File: src/rtl/serial_tx_pkg.sv
// Shared state encoding and line levels for the serial_tx transmitter.
// Macro SERIAL_TX_PARITY_EN adds the PARITY state.
package serial_tx_pkg;

   localparam logic IDLE_LEVEL  = 1'b1;
   localparam logic START_LEVEL = 1'b0;
   localparam logic STOP_LEVEL  = 1'b1;

   localparam int unsigned PERIOD_W = 16;

   typedef enum logic [2:0] {
      IDLE   = 3'd0,
      START  = 3'd1,
      DATA   = 3'd2,
`ifdef SERIAL_TX_PARITY_EN
      PARITY = 3'd3,
`endif
      STOP   = 3'd4
   } state_t;

endpackage

File: src/rtl/serial_tx_bit_timer.sv
// Bit-period counter: counts 0..period-1, bit_end is high during the last
// cycle of every bit. restart realigns the count to a new frame.
module bit_timer
   import serial_tx_pkg::*;
(
   input  logic                clk,
   input  logic                reset,
   input  logic                restart,
   input  logic                run,
   input  logic [PERIOD_W-1:0] period,
   output logic                bit_end
);

   logic [PERIOD_W-1:0] cnt;
   logic [PERIOD_W-1:0] cnt_next_c;
   logic                wrap_c;

   assign wrap_c = (cnt == period - PERIOD_W'(1));

   always_comb begin
      cnt_next_c = '0;
      if (run && !restart && !wrap_c) begin
         cnt_next_c = cnt + PERIOD_W'(1);
      end
   end

   // bit_end is precomputed from the next count so it stays registered
   always_ff @(posedge clk) begin
      if (reset) begin
         cnt     <= '0;
         bit_end <= 1'b0;
      end else begin
         cnt     <= cnt_next_c;
         bit_end <= (run || restart) && (cnt_next_c == period - PERIOD_W'(1));
      end
   end

endmodule

File: src/rtl/serial_tx.sv
// Serial transmitter: start bit, DATA_W bits LSB first, optional even parity
// (SERIAL_TX_PARITY_EN), one stop bit; each bit held CLKS_PER_BIT cycles.
module serial_tx
   import serial_tx_pkg::*;
#(
   parameter int unsigned DATA_W       = 8,
   parameter int unsigned CLKS_PER_BIT = 4
) (
   input  logic              clk,
   input  logic              reset,
   input  logic [DATA_W-1:0] in_data,
   input  logic              in_valid,
   output logic              in_ready,
   output logic              tx,
   output logic              busy,
   output logic              done
);

   localparam int unsigned       IDX_W    = (DATA_W > 1) ? $clog2(DATA_W) : 1;
   localparam logic [IDX_W-1:0] LAST_IDX = IDX_W'(DATA_W - 1);

   state_t            state;
   logic [DATA_W-1:0] shift;
   logic [IDX_W-1:0]  bit_idx;
   logic              bit_end;
   logic              accept_c;
`ifdef SERIAL_TX_PARITY_EN
   logic              par;
`endif

   assign accept_c = in_valid && in_ready;

   bit_timer u_timer (
      .clk     (clk),
      .reset   (reset),
      .restart (accept_c),
      .run     (busy),
      .period  (PERIOD_W'(CLKS_PER_BIT)),
      .bit_end (bit_end)
   );

   always_ff @(posedge clk) begin
      if (reset) begin
         state    <= IDLE;
         tx       <= IDLE_LEVEL;
         in_ready <= 1'b1;
         busy     <= 1'b0;
         done     <= 1'b0;
         shift    <= '0;
         bit_idx  <= '0;
`ifdef SERIAL_TX_PARITY_EN
         par      <= 1'b0;
`endif
      end else begin
         done <= 1'b0;
         case (state)
            IDLE: begin
               if (in_valid) begin
                  state    <= START;
                  tx       <= START_LEVEL;
                  busy     <= 1'b1;
                  in_ready <= 1'b0;
                  shift    <= in_data;
                  bit_idx  <= '0;
`ifdef SERIAL_TX_PARITY_EN
                  par      <= ^in_data;
`endif
               end
            end
            START: begin
               if (bit_end) begin
                  state <= DATA;
                  tx    <= shift[0];
                  shift <= shift >> 1;
               end
            end
            DATA: begin
               if (bit_end) begin
                  if (bit_idx == LAST_IDX) begin
                     bit_idx <= '0;
`ifdef SERIAL_TX_PARITY_EN
                     state   <= PARITY;
                     tx      <= par;
`else
                     state   <= STOP;
                     tx      <= STOP_LEVEL;
`endif
                  end else begin
                     bit_idx <= bit_idx + IDX_W'(1);
                     tx      <= shift[0];
                     shift   <= shift >> 1;
                  end
               end
            end
`ifdef SERIAL_TX_PARITY_EN
            PARITY: begin
               if (bit_end) begin
                  state <= STOP;
                  tx    <= STOP_LEVEL;
               end
            end
`endif
            STOP: begin
               if (bit_end) begin
                  state    <= IDLE;
                  tx       <= IDLE_LEVEL;
                  busy     <= 1'b0;
                  in_ready <= 1'b1;
                  done     <= 1'b1;
               end
            end
            default: begin
               state    <= IDLE;
               tx       <= IDLE_LEVEL;
               busy     <= 1'b0;
               in_ready <= 1'b1;
            end
         endcase
      end
   end

endmodule

File: config.mk
export PLATFORM = sky130hd
export DESIGN_NAME = serial_tx
export DESIGN_NICKNAME = d
export VERILOG_FILES = /design/src/rtl/serial_tx_pkg.sv /design/src/rtl/serial_tx_bit_timer.sv /design/src/rtl/serial_tx.sv
export SDC_FILE = /design/constraint.sdc
export NUM_CORES = 1
export LEC_CHECK = 0
export ABC_CLOCK_PERIOD_IN_PS = 7800
export CAP_MARGIN = 20
export CELL_PAD_IN_SITES_DETAIL_PLACEMENT = 1
export CELL_PAD_IN_SITES_GLOBAL_PLACEMENT = 2
export CORE_ASPECT_RATIO = 0.5
export CORE_MARGIN = 2
export CORE_UTILIZATION = 40
export CTS_CLUSTER_SIZE = 8
export DETAILED_ROUTE_END_ITERATION = 8
export HOLD_SLACK_MARGIN = 0.1
export PLACE_DENSITY_LB_ADDON = 0.1
export SETUP_SLACK_MARGIN = 0.5
export SYNTH_ARGS = -nofsm -noshare
export SYNTH_HDL_FRONTEND = slang
export SYNTH_HIERARCHICAL = 1
export SYNTH_SLANG_ARGS = --single-unit
export TNS_END_PERCENT = 30
File: constraint.sdc
create_clock -name clk -period 7.8 [get_ports clk]
set_input_delay 1.17 -clock clk [delete_from_list [all_inputs] [get_ports clk]]
set_output_delay 1.17 -clock clk [all_outputs]
set_load 0.02 [all_outputs]
## Yosys cells after proc, flatten, opt, wreduce, memory -nomap -nowiden

Cells that the tools add are included.

- Eq/ne operators: 12
- Bitwise gates (word level): 2
- Reductions and logical operators: 17
- Muxes and demuxes: 27
- $add $sub $neg: 2

Operators with widths:

| operator | count |
|---|---|
| equality test 16 x 2 -> 1 bit (second input constant) | 2 |
| two-way mux 8 bit | 4 |
| two-way mux 3 bit | 8 |
| one-hot mux 8 bit (3 select lines) | 1 |
| adder 16 x 1 -> 16 bit (second input constant) | 1 |
| two-way mux 16 bit | 1 |
| one-hot mux 3 bit (4 select lines) | 1 |
| AND reduction 5 bit | 2 |
| two-way mux 1 bit | 8 |
| equality test 3 bit (second input constant) | 2 |
| inequality test 2 x 1 -> 1 bit (second input constant) | 3 |
| inequality test 2 bit (second input constant) | 3 |
| one-hot mux 1 bit (3 select lines) | 2 |
| one-hot mux 3 bit (2 select lines) | 1 |
| AND reduction 3 bit | 2 |
| logical AND 1 bit | 4 |
| one-hot mux 1 bit (4 select lines) | 1 |
| AND reduction 4 bit | 1 |
| OR reduction 2 bit | 2 |
| adder 3 x 1 -> 3 bit (second input constant) | 1 |
| equality test 3 x 1 -> 1 bit (second input constant) | 1 |
| equality test 3 x 2 -> 1 bit (second input constant) | 1 |
| logical NOT 3 bit | 1 |
| nonzero test 3 bit | 1 |
| 4 further kinds | 6 |

- Word-level logic and storage cells: 69
- Flip-flop bits (word level): 35

## Longest topological paths before layout

- Depth in word-level cells: 7
- Mapped depth: 13
- Gate-level depth less buffers: 11

## Cells and area by module

The synthesis kept the hierarchy.

Modules (own cells, without submodules):

| module | cells each | area an instance (sq um) | instances |
|---|---|---|---|
| bit_timer | 268 | 2013.2 | 1 |
| serial_tx | 107 | 1012.2 | 1 |

## Worst setup path after synthesis

Ideal clock, no wire load.

- Kind: register to register
- From: register u_timer.cnt[2]
- To: register u_timer.bit_end
- Arrival time: 2493 ps
- Buffers on the path: 2
- Cell stages (with the launch flop): 12
- Setup slack: 5220 ps
- Path through: dfxtp_1 -> clkbuf_1 -> xnor2_1 -> and2_1 -> a2111oi_0 -> nand4_1 -> or4_1 -> o21ai_1 -> buf_4 -> o211ai_1 -> a32o_1 -> nor4_2

- Word-level cells in the longest chain between the ends: 6
- Elaborated cells on any way between the ends: 7
- Classes of those cells: add/sub (1); eq/ne (2); mux (1); reduce/logical (3)

RTL lines:

| item | line | RTL |
|---|---|---|
| from (decl) | serial_tx_bit_timer.sv:14 | `logic [PERIOD_W-1:0] cnt;` |
| from (signal assigned) | serial_tx_bit_timer.sv:33 | `cnt <= cnt_next_c;` |
| parallel branches: the longest is 3 deep, another holds adder 16 x 1 -> 16 bit | - |  |
| two-way mux 16 bit (*) | serial_tx_bit_timer.sv:22 | `if (run && !restart && !wrap_c) begin` |
| equality test 16 x 2 -> 1 bit (*) | serial_tx_bit_timer.sv:34 | `bit_end <= (run \|\| restart) && (cnt_next_c == period - PERIOD_W'(1));` |
| logical AND 1 bit (*) | serial_tx_bit_timer.sv:34 |  |
| to (signal assigned) | serial_tx_bit_timer.sv:34 |  |
| to (decl) | serial_tx_bit_timer.sv:11 | `output logic bit_end` |

Every way passes the cells marked *.
A chain may end at the register's enable or synchronous reset.

## Worst setup path in the final report

- From: register u_timer.cnt[0]
- To: register u_timer.bit_end

Same word-level chain as after synthesis.

==> results.ini <==
[sta]
maxSlewViolCount=0
tns_ns=0
period_needed_ns=3.077
tightest_slew_ns=0.9102
rsz0062_at_grt=no
fin_skew_ns=0.003005
relSlewSlack_pct=39.13
min_period_over_period_pct=39.45
hold_viol=0
fmax_mhz=325.0
setup_viol=0
holdWs_ns=0.4815

[clock_tree]
clkTransAtPathRegs_ns=0.06
tritoncts=done
cts_setup_buffers=0
cts_resized=0
htree_levels=2
cts_buffer_depth=2
postCtsHoldBufs=0
root_buffer=clkbuf_16
cts.sinks=35
clk_latency_ns=0.27
cts_made_buffers=5

[route]
wire_per_inst_um=16.28
drt_wl_total_um=8663
vias=2848
drtIter0Drc=127
drt-vias-per-instance=5.353
drc=0
antenna_left=0
drtPass1Iterations=4

[placement]
postPlaceCellArea_mm2=0.003373
place.detailed.hpwl_um=6719
place_inst=525
place.port_buffers=14
place.gp.congestion=0.8706

[final_layout]
fillers=917
area_delta_synth_final_pct=16.25
multi_input_area_mm2=0.002375
fin_cells=532
fin_area_mm2=0.003517
seqCellArea_um2=700.7
layout_common_cells=65 x conb_1, 46 x nor2_1, 35 x dfxtp_1
final_nets=451
layout_commonest_cell=conb_1
n_antenna_cell=0
layout-drive-gt1-share_pct=7.798

[power]
powerDensity_mw_per_mm2=136.6
ir_drop_mv=0.09271
p_leak_nw=1.308

[setup_path]
critPathCaptureType=register
required_ns=7.99
critPathLaunchType=register
rr_worst_depth=9
cp_max_fo=11
arrival_ns=3.26
crit_type=reg2reg

[yosys]
syn_area_mm2=0.003025
synth.distinct_cells=76
async_flop_share_pct=0
synth_cells=375
synth_ff_type=dfxtp_1
synth-edff-count=0
yosys_warnings=6
avgSynthCellArea_um2=8.068
seq_area_frac_synth_pct=23.16
synth_seq_cells=35

[floorplan]
io_pins=15
start_util_pct=41.32
row_count=22
core-area_mm2=0.007322
die_width_um=127.0
die_area_mm2=0.008317
die_y_um=65.50

[min_path]
hold_path_class=reg2reg
whs_path_depth=2

[grt]
grt_pass1_vias=2913
grt_max_degree=22
grt_use_total_pct=21.75
grt_pass1_wl_um=14350
grt_antenna_before_repair=0
grt_overflow_total=0

[job]
drv_cap=0

[run_status]
status=completed

-- registers in the layout, indices dropped and copies added, names as in the netlist --
name / cells
busy: 1
shift: 8
state: 3
tx: 1
in_ready: 1
bit_idx: 3
u_timer/cnt: 16
u_timer/bit_end: 1
done: 1
-- layout make-up --
class	instances	area share, %
clock buffer	6	3.949
clock inverter	1	0.1423
inverter	10	1.067
multi-input combinational	370	67.52
sequential	35	19.92
tap	96	3.415
timing repair buffer	14	3.984
-- synthesized netlist by cell type (4+ instances only) --
cell      instances  area, um^2
xor2_1           16       140.1
a211oi_2          7       87.58
a21oi_1          20       100.1
or3_1             5       31.28
buf_6             7       78.83
and2_1            4       25.02
nor4_1            5       31.28
nor2b_1           5       31.28
o21ai_0          10       50.05
nand3_1          16       80.08
ha_1              4       50.05
buf_2             5       25.02
clkbuf_1         10       37.54
nand4_1           9       56.30
mux2i_1          10       100.1
nor4b_1           4       35.03
xnor2_1          31       271.5
inv_1            10       37.54
nand2_1          18       67.56
nor3_1           10       50.05
nand2b_1          6       37.54
a31oi_1           4       25.02
dfxtp_1          35       700.7
nor2_1           46       172.7
-- power breakdown --
group	switching, mW	internal [mW]	leakage (nW)
sequential	0.00714	0.185	0.285
clock	0.0723	0.125	0.0727
combinational	0.0530	0.0380	0.950
total	0.132	0.348	1.31
-- final timing paths --
kind                                           startpoint  slack [ns]                         end
worst max-delay path            u_timer/cnt[0]$_SDFF_PP0_        4.72  u_timer/bit_end$_SDFF_PP0_
worst max register to register  u_timer/cnt[0]$_SDFF_PP0_        4.72  u_timer/bit_end$_SDFF_PP0_
worst min register to register    bit_idx[2]$_SDFFE_PP0P_        0.48     bit_idx[2]$_SDFFE_PP0P_
worst min-delay path              bit_idx[2]$_SDFFE_PP0P_        0.48     bit_idx[2]$_SDFFE_PP0P_
-- kinds of logic (layout without fill, tap and decap cells) --
group,count (synthesis),count (layout),share of synthesized area [%]
AO/OA/AOI/OAI,79,79,19.11
XOR/XNOR,49,49,15.14
adder cells (fa/ha/maj),4,4,1.654
buffers and inverters,33,31,6.162
flip-flops,35,35,23.16
multiplexers,11,11,3.681
other,2,65,0.2482
AND/OR/NAND/NOR,162,162,30.85
-- worst max-delay path, cell delays in order, from the launching register on --
cell      delay, ns
dfxtp_1        0.51
xor2_1         0.20
o211a_1        0.19
o2111a_1       0.19
nand4_1        0.08
or4_1          0.60
o21ai_1        0.60
o211ai_1       0.18
a32o_1         0.25
nor4_2         0.20
-- metrics by stage --
stage,setup WS [ns],utilization [%],power (mW)
after floorplan,5.220,-,0.2652
after global placement,4.705,46.07,0.2775
after detailed placement,4.618,46.07,0.2800
after CTS,4.729,48.03,0.4777
after global routing,4.503,48.03,0.5018
final,4.723,48.03,0.4803
-- metal layers --
layer	global-route usage [%]	share of wire, %	vias up
met1	29.19	50	1384
met4	3.571	0.39	0
li1	-	-	1415
met2	38.71	46	47
met5	0	0	-
met3	2.443	3.4	2
Note: power is estimated with default switching activity, not from simulation.
